--- config.mk ---
export PLATFORM = sky130hd
export DESIGN_NAME = image_packer
export DESIGN_NICKNAME = d
export VERILOG_FILES = /design/src/rtl/image_packer.sv
export SDC_FILE = /design/constraint.sdc
export NUM_CORES = 1
export LEC_CHECK = 0
export ABC_AREA = 1
export BUFFER_PORTS_ARGS = -buffer_cell sky130_fd_sc_hd__buf_2
export CORE_MARGIN = 5
export CORE_UTILIZATION = 64
export CTS_CLUSTER_SIZE = 12
export DETAILED_ROUTE_END_ITERATION = 12
export PLACE_DENSITY_LB_ADDON = 0.25
export SETUP_SLACK_MARGIN = 0.05
export SYNTH_ARGS = -nofsm -noshare
export SYNTH_HDL_FRONTEND = slang
export SYNTH_SLANG_ARGS = --single-unit
--- constraint.sdc ---
create_clock -name clk -period 5.7 [get_ports clk]
set_input_delay 1.14 -clock clk [delete_from_list [all_inputs] [get_ports clk]]
set_output_delay 1.14 -clock clk [all_outputs]
set_load 0.05 [all_outputs]
--- src/rtl/image_packer.sv ---
// Binarizes a 32x32 raster pixel stream and votes each 4x4 tile down to one bit,
// presenting the packed 8x8 bitmap to the classifier over a valid/ready handshake.
module image_packer #(
   parameter int PIX_W      = 8,
   parameter int PIX_THRESH = 128,
   parameter int BLK_THRESH = 4
) (
   input  logic             clk,
   input  logic             rst_n,
   input  logic [PIX_W-1:0] pix_data,
   input  logic             pix_valid,
   input  logic             pix_sof,
   output logic             pix_ready,
   output logic [63:0]      frame,
   output logic             frame_valid,
   input  logic             frame_ready,
   output logic [15:0]      frame_count,
   output logic             resync
);

   localparam logic [PIX_W:0] PIX_TH_L = (PIX_W+1)'(PIX_THRESH);
   localparam logic [4:0]     BLK_TH_L = 5'(BLK_THRESH);

   // unsigned tile vote: a tile is set when enough of its pixels are on
   function automatic logic tile_vote(input logic [4:0] count);
      return (count >= BLK_TH_L);
   endfunction

   logic [4:0]       x_r, y_r;
   logic [7:0][4:0]  acc_r;
   logic [63:0]      pack_r;
   logic [63:0]      frame_r;
   logic             frame_valid_r;
   logic [15:0]      frame_count_r;
   logic             resync_r;

   logic             accept_s, sof_abort_s, on_s, tile_close_s, last_s;
   logic [4:0]       pos_x_s, pos_y_s, tile_sum_s;
   logic [2:0]       col_s, row_s;
   logic [5:0]       bit_idx_s;
   logic [7:0][4:0]  acc_base_s, acc_next_s;
   logic [63:0]      pack_base_s, pack_next_s;

   assign pix_ready   = !((x_r == 5'd31) && (y_r == 5'd31) && frame_valid_r && !frame_ready);
   assign accept_s    = pix_valid && pix_ready;
   assign frame       = frame_r;
   assign frame_valid = frame_valid_r;
   assign frame_count = frame_count_r;
   assign resync      = resync_r;

   // next-state for position, accumulators and pack register for this beat
   always_comb begin
      // a sof beat is pixel (0,0); a mid-frame sof discards the partial frame first
      pos_x_s      = (accept_s && pix_sof) ? 5'd0 : x_r;
      pos_y_s      = (accept_s && pix_sof) ? 5'd0 : y_r;
      sof_abort_s  = accept_s && pix_sof && ((x_r != 5'd0) || (y_r != 5'd0));
      col_s        = pos_x_s[4:2];
      row_s        = pos_y_s[4:2];
      bit_idx_s    = 6'd63 - {row_s, col_s};
      on_s         = ({1'b0, pix_data} >= PIX_TH_L);
      tile_close_s = accept_s && (pos_x_s[1:0] == 2'd3) && (pos_y_s[1:0] == 2'd3);
      last_s       = accept_s && (pos_x_s == 5'd31) && (pos_y_s == 5'd31);
      acc_base_s   = sof_abort_s ? '0 : acc_r;
      pack_base_s  = sof_abort_s ? 64'd0 : pack_r;
      tile_sum_s   = acc_base_s[col_s] + {4'd0, on_s};
      acc_next_s   = acc_base_s;
      pack_next_s  = pack_base_s;
      if (tile_close_s) begin
         acc_next_s[col_s]      = 5'd0;
         pack_next_s[bit_idx_s] = tile_vote(tile_sum_s);
      end else if (accept_s) begin
         acc_next_s[col_s] = tile_sum_s;
      end else begin
         acc_next_s = acc_base_s;
      end
   end

   // state registers and registered outputs
   always_ff @(posedge clk or negedge rst_n) begin
      if (!rst_n) begin
         x_r           <= 5'd0;
         y_r           <= 5'd0;
         acc_r         <= '0;
         pack_r        <= 64'd0;
         frame_r       <= 64'd0;
         frame_valid_r <= 1'b0;
         frame_count_r <= 16'd0;
         resync_r      <= 1'b0;
      end else begin
         resync_r <= sof_abort_s;
         acc_r    <= acc_next_s;
         if (accept_s) begin
            x_r <= pos_x_s + 5'd1;
            y_r <= (pos_x_s == 5'd31) ? pos_y_s + 5'd1 : pos_y_s;
         end else begin
            x_r <= x_r;
            y_r <= y_r;
         end
         if (last_s) begin
            frame_r       <= pack_next_s;
            pack_r        <= 64'd0;
            frame_valid_r <= 1'b1;
            frame_count_r <= frame_count_r + 16'd1;
         end else begin
            pack_r <= pack_next_s;
            if (frame_valid_r && frame_ready) begin
               frame_valid_r <= 1'b0;
            end else begin
               frame_valid_r <= frame_valid_r;
            end
         end
      end
   end

endmodule

* Word level (Yosys, flattened, before mapping)
Index checks and enable logic that the tools add are counted.
** Storage, ports and cells
- Bits in registers :: 196
- Input port bits :: 13
- Output and inout port bits :: 83
- Word-level logic and storage cells :: 72
** Cells by class
- $add $sub $neg :: 5
- Magnitude comparators :: 6
- Eq/ne operators :: 6
- Multiplexer cells :: 19
- Bitwise logic cells :: 2
- Reduce and logical (&&, ||, !) cells :: 19
** Operators by type and width (number)
- 64-bit two-way mux :: 3
- 40-bit two-way mux :: 3
- 64-bit bitwise mux :: 1
- 40-bit bitwise AND :: 1
- 40-bit bitwise mux :: 1
- 40-bit inverter :: 1
- 5-bit two-way mux :: 5
- 5-bit == test, second input constant :: 4
- 16-bit by 1-bit adder with 16-bit output, second input constant :: 1
- 5-bit binary-select mux with 3-bit select :: 1
- 5-bit demux with 3-bit select :: 1
- 1-bit logical AND :: 13
- 5-bit by 1-bit adder with 5-bit output, second input constant :: 2
- 5-bit nonzero test :: 2
- 8-bit >= comparator, second input constant :: 1
- 6-bit by 7-bit less-than comparator with 1-bit output, second input constant :: 1
- 1-bit demux with 6-bit select :: 1
- 6-bit by 1-bit >= comparator with 1-bit output, second input constant :: 1
- 6-bit subtractor, first input constant :: 1
- 5-bit by 1-bit adder with 5-bit output :: 1
- 5-bit by 3-bit >= comparator with 1-bit output, second input constant :: 1
- 2-bit == test, second input constant :: 2
- 3-bit by 4-bit less-than comparator with 1-bit output, second input constant :: 1
- 3-bit by 1-bit >= comparator with 1-bit output, second input constant :: 1
- other kinds (4) :: 7

* Logic depth before layout (Yosys ltp)
Gate-level depths: netlist (run 1).
- Depth after elaboration :: 16
- Gate-level depth with buffers :: 24
- Mapped depth without buffers :: 21

* Least setup slack after synthesis (run 1)
No wires, ideal clock.
- Path kind :: in2reg
- From :: input port frame_ready
- To :: register frame_count_r[15] (netlist: frame_count[15])
- Library setup time :: 0.140 ns
- Arrival :: 3.961 ns
- Data required time :: 5.560 ns
- Setup slack :: 1.599 ns
- Cell stages on the path :: 23
- Buffers on the path :: 2
- Path through :: inv_1 nand2_1 nor2_1 nand3_2 nand3_2 buf_6 buf_4 nand2_1 inv_1 ha_1 nand3_1 inv_1 ha_1 inv_1 nor2_2 nand2_1 nor2_1 nand3_1 nor2_1 nand4_1 nor4_1 nand3_1 xnor2_1
** Between the ends
- Longest elaborated chain between the ends :: 9
- Elaborated cells between the ends (all ways) :: 11
- Those cells by class :: 2 x eq/ne; 2 x mux; 7 x reduce/logical
** RTL lines
- from (decl) :: RTL line 16 : input logic frame_ready,
- 1-bit logical NOT * :: RTL line 44 : assign pix_ready = !((x_r == 5'd31) && (y_r == 5'd31) && frame_valid_r && !frame_ready);
- 1-bit logical AND * :: RTL line 44
- 1-bit logical NOT * :: RTL line 44
- 1-bit logical AND * :: RTL line 45 : assign accept_s = pix_valid && pix_ready;
- 1-bit logical AND :: RTL line 54, 55
- 5-bit two-way mux :: RTL line 54 : pos_x_s = (accept_s && pix_sof) ? 5'd0 : x_r;
- 5-bit == test :: RTL line 62 : last_s = accept_s && (pos_x_s == 5'd31) && (pos_y_s == 5'd31);
- 1-bit logical AND :: RTL line 62
- 1-bit logical AND * :: RTL line 62
- to (signal assigned) :: RTL line 103 : frame_count_r <= frame_count_r + 16'd1;
- to (decl) :: RTL line 34 : logic [15:0] frame_count_r;
Mark *: on every way between the ends. The rest lies on a longest branch, timed or not.
A chain may end at the register's enable or synchronous reset.

* Final worst setup path (run 1)
- From :: input port frame_ready
- To :: register frame_r[10] (netlist: frame[10])
** Between the ends
- Longest elaborated chain between the ends :: 13
- Elaborated cells between the ends (all ways) :: 30
- Those cells by class :: 2 x add/sub; 3 x order compare; 4 x eq/ne; 10 x mux; 11 x reduce/logical
** RTL lines
- 1-bit logical NOT * :: RTL line 44
- 1-bit logical AND * :: RTL line 44
- 1-bit logical NOT * :: RTL line 44
- 1-bit logical AND * :: RTL line 45
- 1-bit logical AND :: RTL line 54, 55, 56
- 5-bit two-way mux, or another cell as far along :: RTL line 54
- 6-bit subtractor / 40-bit two-way mux (equally long branches) :: RTL line 59, 63
- 6-bit by 7-bit less-than comparator with 1-bit output (not written as such), or another cell as far along :: RTL line 70 : pack_next_s[bit_idx_s] = tile_vote(tile_sum_s);
- 1-bit logical AND (not written as such) / 5-bit two-way mux (equally long branches) :: RTL line 70, 65
- 1-bit two-way mux (not written as such) / 5-bit by 1-bit adder with 5-bit output (equally long branches) :: RTL line 70, 65
- 1-bit demux with 6-bit select / 5-bit by 3-bit >= comparator with 1-bit output (equally long branches) :: RTL line 70, 26
- 64-bit bitwise mux :: RTL line 70
- 64-bit two-way mux :: RTL line 68 : if (tile_close_s) begin
- to (signal assigned) :: RTL line 100 : frame_r <= pack_next_s;
- to (decl) :: RTL line 32 : logic [63:0] frame_r;
Mark *: on every way between the ends. The rest lies on a longest branch, timed or not. The select of a mux whose other input is x is not followed.

==> results.sh, run 1 <==
export IMPL_setup_viol=0
export IMPL_post_cts_setup_buffers=0
export IMPL_synth_area_sq_mm=0.00985
export IMPL_p_leak_nw=5.97
export IMPL_comb_power_share_pct=20.4
export IMPL_multi_input_area_sq_mm=0.00428
export IMPL_grt_use_met1_pct=38.8
export IMPL_ant_nets=0
export IMPL_regArea_sq_mm=0.00490
export IMPL_viasPerCell=5.65
export IMPL_h_tree_depth=4
export IMPL_dieArea_sq_mm=0.0180
export IMPL_grt_pass1_wl_microns=39400
export IMPL_rsz0062_at_grt="false"
export IMPL_grt_antenna_before_repair=0
export IMPL_fin_area_sq_mm=0.0109
export IMPL_routabilityCongestion=0.938
export IMPL_wl_per_cell_microns=15.8
export IMPL_placed_cell_area_sq_mm=0.0104
export IMPL_instances_no_fill=1501
export IMPL_chipHeight_microns=134
export IMPL_grt_use_met3_pct=4.91
export IMPL_arrival_ns=4.74
export IMPL_min_period_ns=4.41
export IMPL_cp_slowest_cell="xnor2_4"
export IMPL_top_usage_layer="met2"
export IMPL_clkPwrFrac_pct=35.1
export IMPL_path_clk_slew_ns=0.07
export IMPL_drc_errors=0
export IMPL_crit_chain="buf_2 -> inv_1 -> nand2_1 -> nor2_1 -> nand3_2 -> nand3_2 -> nand2_1 -> nor2_1 -> clkinv_1 -> buf_4 -> o21ai_0 -> nor4_1 -> ha_1 -> ha_1 -> xnor2_4 -> nand3_4 -> buf_12 -> nand2_2 -> nand2_1 -> nand2_1 -> nand2_1"
export IMPL_overflow=0
export IMPL_fmax_ghz=0.227
export IMPL_synth_seq_area_share_pct=49.8
export IMPL_syn_num_nets=1259
export IMPL_grt_usage_pct=27.0
export IMPL_finalHoldViolations=0
export IMPL_drive_gt1_share_pct=16.5
export IMPL_port_buffers=88
export IMPL_synth_seq_cells=196
export IMPL_critPathLaunchType="primary input"
export IMPL_path_delay_family="simple AND/OR/NAND/NOR gates"
export IMPL_cts_buffers=17
export IMPL_nets=1321
export IMPL_die_width_microns=134
export IMPL_synth_cells=1239
export IMPL_n_antenna_cell=0
export IMPL_ys_warn_count=0
export IMPL_dp_hpwl_microns=15600
export IMPL_numClockSinks=196
export IMPL_maxCapViolations=0
export IMPL_grt_max_degree=112
export IMPL_ir_worst_vdd_mv=0.324
export IMPL_cts_buffer_depth=2
export IMPL_skew_ns=0.00690
export IMPL_avgSynthCellArea_sq_um=7.95
export IMPL_clk_latency_ns=0.44
export IMPL_first_global_vias=8158
export IMPL_setup_tns_ns=0
export IMPL_layout_common_cells="nand2_1, dfrtp_1, nor2_1, buf_2"
export IMPL_fillers=1143
export IMPL_path_common_cell="nand2_1"
export IMPL_grtUsageMet2_pct=41.9
export IMPL_ys_types=39
export IMPL_hold_class="register to register"
export IMPL_row_count=45
export IMPL_required_ns=6.02
export IMPL_coreArea_sq_mm=0.0151
export IMPL_sequentialPowerShare_pct=44.5
export IMPL_swShare_pct=33.1
export IMPL_synthToLayoutAreaGrowth_pct=11.1
export IMPL_cellInternalPower_mw=2.22
export IMPL_path_buf_inv=5
export IMPL_cts_root_buf="clkbuf_16"
export IMPL_place_inst=1470
export IMPL_worstSetupPathType="primary input to register"
export IMPL_initial_core_util_pct=65.0
export IMPL_slew_headroom_pct=41.1
export IMPL_final_common_cell="nand2_1"
export IMPL_p_per_area_mw_per_mm2=303
export IMPL_end_kind="register"
export IMPL_status="complete, no violations"
export IMPL_worstMarginPinSlew_ns=0.884
export IMPL_drv_slew=0
export IMPL_cpPeakStageDelay_ns=0.41
export IMPL_post_route_util_pct=72.3
export IMPL_routed_via_count=8485
export IMPL_drt_pre_antenna_iters=7
export IMPL_dr_first_iter_drc_count=811
export IMPL_post_cts_resized=0
export IMPL_fin_crit_sh_pct=77.4
export IMPL_ios=96
export IMPL_critPathMaxFanout=64
export IMPL_holdBufCountCts=0
export IMPL_cts_tree="built"
export IMPL_postRouteWirelength_microns=23700
export IMPL_switchingPower_mw=1.10
## cell usage after synthesis (all sizes together)
library cell,n,area share [%]
o211ai,57,4.3
a22oi,3,0.23
clkinv,6,0.23
clkbuf,39,1.5
a21oi,85,4.3
nand3b,2,0.15
o32ai,4,0.36
o22ai,9,0.57
buf,24,1.7
ha,7,0.89
nor3b,1,0.076
dfrtp,196,50
nor4,4,0.25
nor3,5,0.25
nand3,33,1.9
inv,87,3.3
nand2,457,19
or2,1,0.064
xor2,14,1.2
nand4,7,0.57
o31ai,6,0.46
xnor2,6,0.72
o21ai,51,2.6
nor2,135,5.3
## per-layer routing
metal | routed length [microns] | vias to the layer above | share of wire, %
met5 | 0 | - | 0
met4 | 663 | 0 | 2.8
met3 | 1430 | 53 | 6.0
met2 | 11200 | 321 | 47
met1 | 10400 | 4009 | 44
li1 | - | 4102 | -
## cell type report
cell class | instances | share of cell area (%)
clock buffers | 20 | 4.26
clock inverters | 11 | 0.880
inverters | 93 | 3.21
multi-input cells | 887 | 39.1
flip-flops and latches | 196 | 44.8
well taps | 188 | 2.15
repair buffers | 106 | 5.57
## path summary, 6_finish.rpt
check | from | to | slack [ns] | depth (start not counted)
worst min-delay path | frame[47]$_DFFE_PN0P_ | frame[47]$_DFFE_PN0P_ | 0.48 | 2
min in group asynchronous | rst_n | frame[48]$_DFFE_PN0P_ | 0.80 | 1
worst min register to register | frame[47]$_DFFE_PN0P_ | frame[47]$_DFFE_PN0P_ | 0.48 | 2
worst max-delay path | frame_ready | frame[10]$_DFFE_PN0P_ | 1.29 | 21
worst max register to register | x_r[2]$_DFFE_PN0N_ | frame[10]$_DFFE_PN0P_ | 1.45 | 19
max in group asynchronous | rst_n | frame[12]$_DFFE_PN0P_ | 3.78 | 2
## kinds of logic after synthesis
family / Yosys count / synth area share (%)
and+or+nand+nor: 645 / 27.7
DFF: 196 / 49.8
adders and majority gates: 7 / 0.889
AOI/OAI and AO/OA: 215 / 12.9
buffers and inverters: 156 / 6.76
xor gates and xnor gates: 20 / 1.97
## power by group through the flow
stage          clock [mW]  combinational (mW)  sequential (mW)
2_1_floorplan           0               0.553             1.49
3_3_place_gp            0               0.666             1.50
3_5_place_dp            0               0.669             1.50
4_1_cts              1.17               0.673             1.48
5_1_grt              1.23               0.737             1.48
6_report             1.16               0.676             1.48
## metrics by stage
stage                     total power [mW]  hold slack (ns)  setup slack, ns
after CTS                             3.32            0.480             1.37
after global routing                  3.45            0.505             1.04
final                                 3.32            0.475             1.29
after global placement                2.16            0.455             1.00
after floorplan                       2.04            0.478             1.60
after detailed placement              2.17            0.460            0.924
## state kept, by name, summed over array words and instances, names as in the netlist
register / cells
frame_valid: 1
y_r: 5
x_r: 5
resync: 1
acc_r: 40
pack_r: 64
frame_count: 16
frame: 64
## worst reg2reg max path, cell delays in order (launching register included)
cell	delay [ns]
dfrtp_1	0.60
nand2_1	0.18
nor2_1	0.16
nand3_2	0.12
nand3_2	0.25
nand2_1	0.20
nor2_1	0.37
clkinv_1	0.12
buf_4	0.19
o21ai_0	0.17
nor4_1	0.08
ha_1	0.23
ha_1	0.29
xnor2_4	0.41
nand3_4	0.12
buf_12	0.21
nand2_2	0.22
nand2_1	0.06
nand2_1	0.09
nand2_1	0.07
(Power assumes the default switching activity.)
==> run 2: changes to the inputs <==
--- a/config.mk
+++ b/config.mk
@@ -5,10 +5,10 @@
 export SDC_FILE = /design/constraint.sdc
 export NUM_CORES = 1
 export LEC_CHECK = 0
-export ABC_AREA = 1
+export ABC_AREA = 0
 export BUFFER_PORTS_ARGS = -buffer_cell sky130_fd_sc_hd__buf_2
 export CORE_MARGIN = 5
-export CORE_UTILIZATION = 64
+export CORE_UTILIZATION = 60
 export CTS_CLUSTER_SIZE = 12
 export DETAILED_ROUTE_END_ITERATION = 12
 export PLACE_DENSITY_LB_ADDON = 0.25
==> constraint.sdc (replaced) <==
create_clock -name clk -period 4.6 [get_ports clk]
set_input_delay 0.92 -clock clk [delete_from_list [all_inputs] [get_ports clk]]
set_output_delay 0.92 -clock clk [all_outputs]
set_load 0.05 [all_outputs]
==> run 2 against run 1 <==
Against the previous run: non-clock buffer count is 12 higher; worst hold slack better by 0.0011 ns; routed wire length is 9.4% higher; critical path depth is 9 lower; synthesized area is 2.6% higher; sequential power is 22% higher; utilization is 4.1 points lower; via count is 5.7% higher; clock skew is 0.0025 ns higher; critical path type unchanged; largest cell class unchanged.
==> results.sh, run 2 <==
export IMPL_status="complete, no violations"
export IMPL_maxCapViolations=0
export IMPL_holdPathStages=1
export IMPL_skew_ns=0.00935
export IMPL_synth_cells=1097
export IMPL_instances_no_fill=1363
export IMPL_cts_buffer_depth=2
export IMPL_synthToLayoutAreaGrowth_pct=11.8
export IMPL_pre_cts_slack_ns=0.376
export IMPL_crit_chain="buf_2 -> nand3b_1 -> o41ai_4 -> and2_1 -> ha_1 -> nor3b_1 -> ha_1 -> and2_0 -> nand2_4 -> buf_12 -> a2bb2oi_1 -> o21ai_0"
export IMPL_routed_via_count=8968
export IMPL_clk_latency_ns=0.44
export IMPL_post_cts_setup_buffers=0
export IMPL_fin_area_sq_mm=0.0113
export IMPL_synth_top_family_by_area="simple AND/OR/NAND/NOR gates"
export IMPL_drc_errors=0
export IMPL_synth_top_area_share_pct=48.5
export IMPL_port_buffers=88
export IMPL_min_period_ns=3.81
export IMPL_cp_slowest_cell="o41ai_4"
export IMPL_cts_tree="built"
export IMPL_ir_worst_vdd_mv=0.511
export IMPL_worstMarginPinSlew_ns=0.898
export IMPL_power_mw=4.13
export IMPL_postRouteWirelength_microns=26000
export IMPL_setup_tns_ns=0
export IMPL_finalHoldViolations=0
export IMPL_regArea_sq_mm=0.00490
export IMPL_ant_nets=0
export IMPL_rsz0062_at_grt="false"
export IMPL_ys_types=66
export IMPL_syn_num_nets=1117
export IMPL_ios=96
export IMPL_synth_flop_cell="dfrtp_1"
export IMPL_dr_first_iter_drc_count=1190
export IMPL_avgSynthCellArea_sq_um=9.21
export IMPL_post_route_util_pct=68.1
export IMPL_initial_core_util_pct=60.9
export IMPL_grt_pass1_wl_microns=43000
export IMPL_synth_area_sq_mm=0.0101
export IMPL_coreArea_sq_mm=0.0166
export IMPL_drv_slew=0
export IMPL_p_leak_nw=5.12
export IMPL_synth_largest_area_cell="dfrtp_1"
export IMPL_end_kind="register"
export IMPL_setup_viol=0
export IMPL_synth_mux_area_share_pct=1.51
export IMPL_slew_headroom_pct=39.9
export IMPL_final_common_cell="nand3_1"
export IMPL_placed_cell_area_sq_mm=0.0107
export IMPL_holdBufCountCts=0
export IMPL_synth_async_reset_ratio_pct=100
export IMPL_path_common_cell="ha_1"
export IMPL_synth_area_leaders="dfrtp_1, nand3_1, a2bb2oi_1"
export IMPL_fmax_ghz=0.262
export IMPL_synth_compound_area_share_pct=19.4
export IMPL_critPathMaxFanout=64
export IMPL_wl_per_cell_microns=19.1
export IMPL_post_cts_resized=0
export IMPL_nets=1151
export IMPL_numClockSinks=196
export IMPL_fin_ws_ns=0.790
export IMPL_cpPeakStageDelay_ns=0.60
export IMPL_synth_common_cells="nand3_1, dfrtp_1, nor2_1"
export IMPL_required_ns=4.90
export IMPL_dieArea_sq_mm=0.0195
export IMPL_yosysMostFrequentCell="nand3_1"
export IMPL_fin_crit_sh_pct=82.8
export IMPL_fillers=1323
export IMPL_drt_pre_antenna_iters=6
export IMPL_arrival_ns=4.11
export IMPL_cts_buffers=17
export IMPL_rr_worst_depth=11
export IMPL_synthAdderAreaFrac_pct=0.867
export IMPL_routabilityCongestion=0.906
export IMPL_synth_xor_area_share_pct=1.88
export IMPL_layout_common_cells="nand3_1, dfrtp_1, nor2_1, buf_2, o21ai_0"
export IMPL_die_width_microns=140
export IMPL_cts_root_buf="clkbuf_16"
export IMPL_chipHeight_microns=140
export IMPL_place_inst=1332
export IMPL_synth_seq_area_share_pct=48.5
export IMPL_viasPerCell=6.58
export IMPL_row_count=47
export IMPL_grt_antenna_before_repair=0
export IMPL_synth_edff_count=0
export IMPL_holdWs_ns=0.476
export IMPL_dp_hpwl_microns=16200
export IMPL_drive_gt1_share_pct=14.8
export IMPL_hold_class="register to register"
export IMPL_ys_warn_count=0
export IMPL_grt_usage_pct=26.6
export IMPL_grt_max_degree=100
export IMPL_h_tree_depth=4
export IMPL_critPathLaunchType="primary input"
export IMPL_path_clk_slew_ns=0.07
export IMPL_p_per_area_mw_per_mm2=366
export IMPL_worstSetupPathType="primary input to register"
export IMPL_multi_input_area_sq_mm=0.00476
export IMPL_first_global_vias=8166
export IMPL_synthSimpleGateAreaFrac_pct=23.1
export IMPL_overflow=0
export IMPL_synth_seq_cells=196
## run 2: changes by cell type after synthesis, moves of 57 or more
cell,previous run,this run
inv_1,86,6
nand2_1,394,45
nand2_2,62,0
a21oi_1,85,12
o22ai_1,9,66
a2bb2oi_1,0,58
nand3_1,30,267
## run 2: area by class of cell
cell class	instances	area share, %
timing repair buffer	118	6.52
antenna	1	0.0222
clock buffer	24	4.44
multi-input combinational	791	42.1
clock inverter	6	0.820
sequential	196	43.4
tap	220	2.44
inverter	7	0.233
## run 2: kinds of logic (layout without fill, tap and decap cells)
logic type / after synthesis / after routing
other cells: 0 / 1
simple gates: 481 / 481
mux: 12 / 12
fa+ha+maj: 7 / 7
xor+xnor: 20 / 20
buf+inv: 110 / 155
flops: 196 / 196
compound gates: 271 / 271
## run 2: worst max-delay path, delay by kind of cell
| family | cells | cell delay, ns |
|---|---|---|
| AO/OA/AOI/OAI | 3 | 0.89 |
| adder cells (fa/ha/maj) | 2 | 0.51 |
| buffers and inverters | 2 | 0.41 |
| AND/OR/NAND/NOR | 5 | 1.34 |
## run 2: final timing paths
check / from / end / slack, ns
worst max-delay path: frame_ready / frame[45]$_DFFE_PN0P_ / 0.79
max in group asynchronous: rst_n / pack_r[36]$_DFF_PN0_ / 3.16
worst min register to register: frame_count[15]$_DFFE_PN0P_ / frame_count[15]$_DFFE_PN0P_ / 0.48
min in group asynchronous: rst_n / frame_count[6]$_DFFE_PN0P_ / 0.57
worst max register to register: y_r[2]$_DFFE_PN0N_ / frame[45]$_DFFE_PN0P_ / 0.82
worst min-delay path: frame_count[15]$_DFFE_PN0P_ / frame_count[15]$_DFFE_PN0P_ / 0.48
## run 2: layer usage
| layer | wire length, microns | global-route usage [%] |
|---|---|---|
| met5 | 0 | 0 |
| met4 | 641 | 9.43 |
| met3 | 1660 | 3.98 |
| met2 | 12200 | 40.2 |
| met1 | 11500 | 39.3 |
## run 2: where the power goes
part	internal [mW]	total [mW]	switching, mW
Clock	0.873	1.51	0.640
Combinational	0.182	0.817	0.635
Sequential	1.77	1.80	0.0331
Total	2.82	4.13	1.31
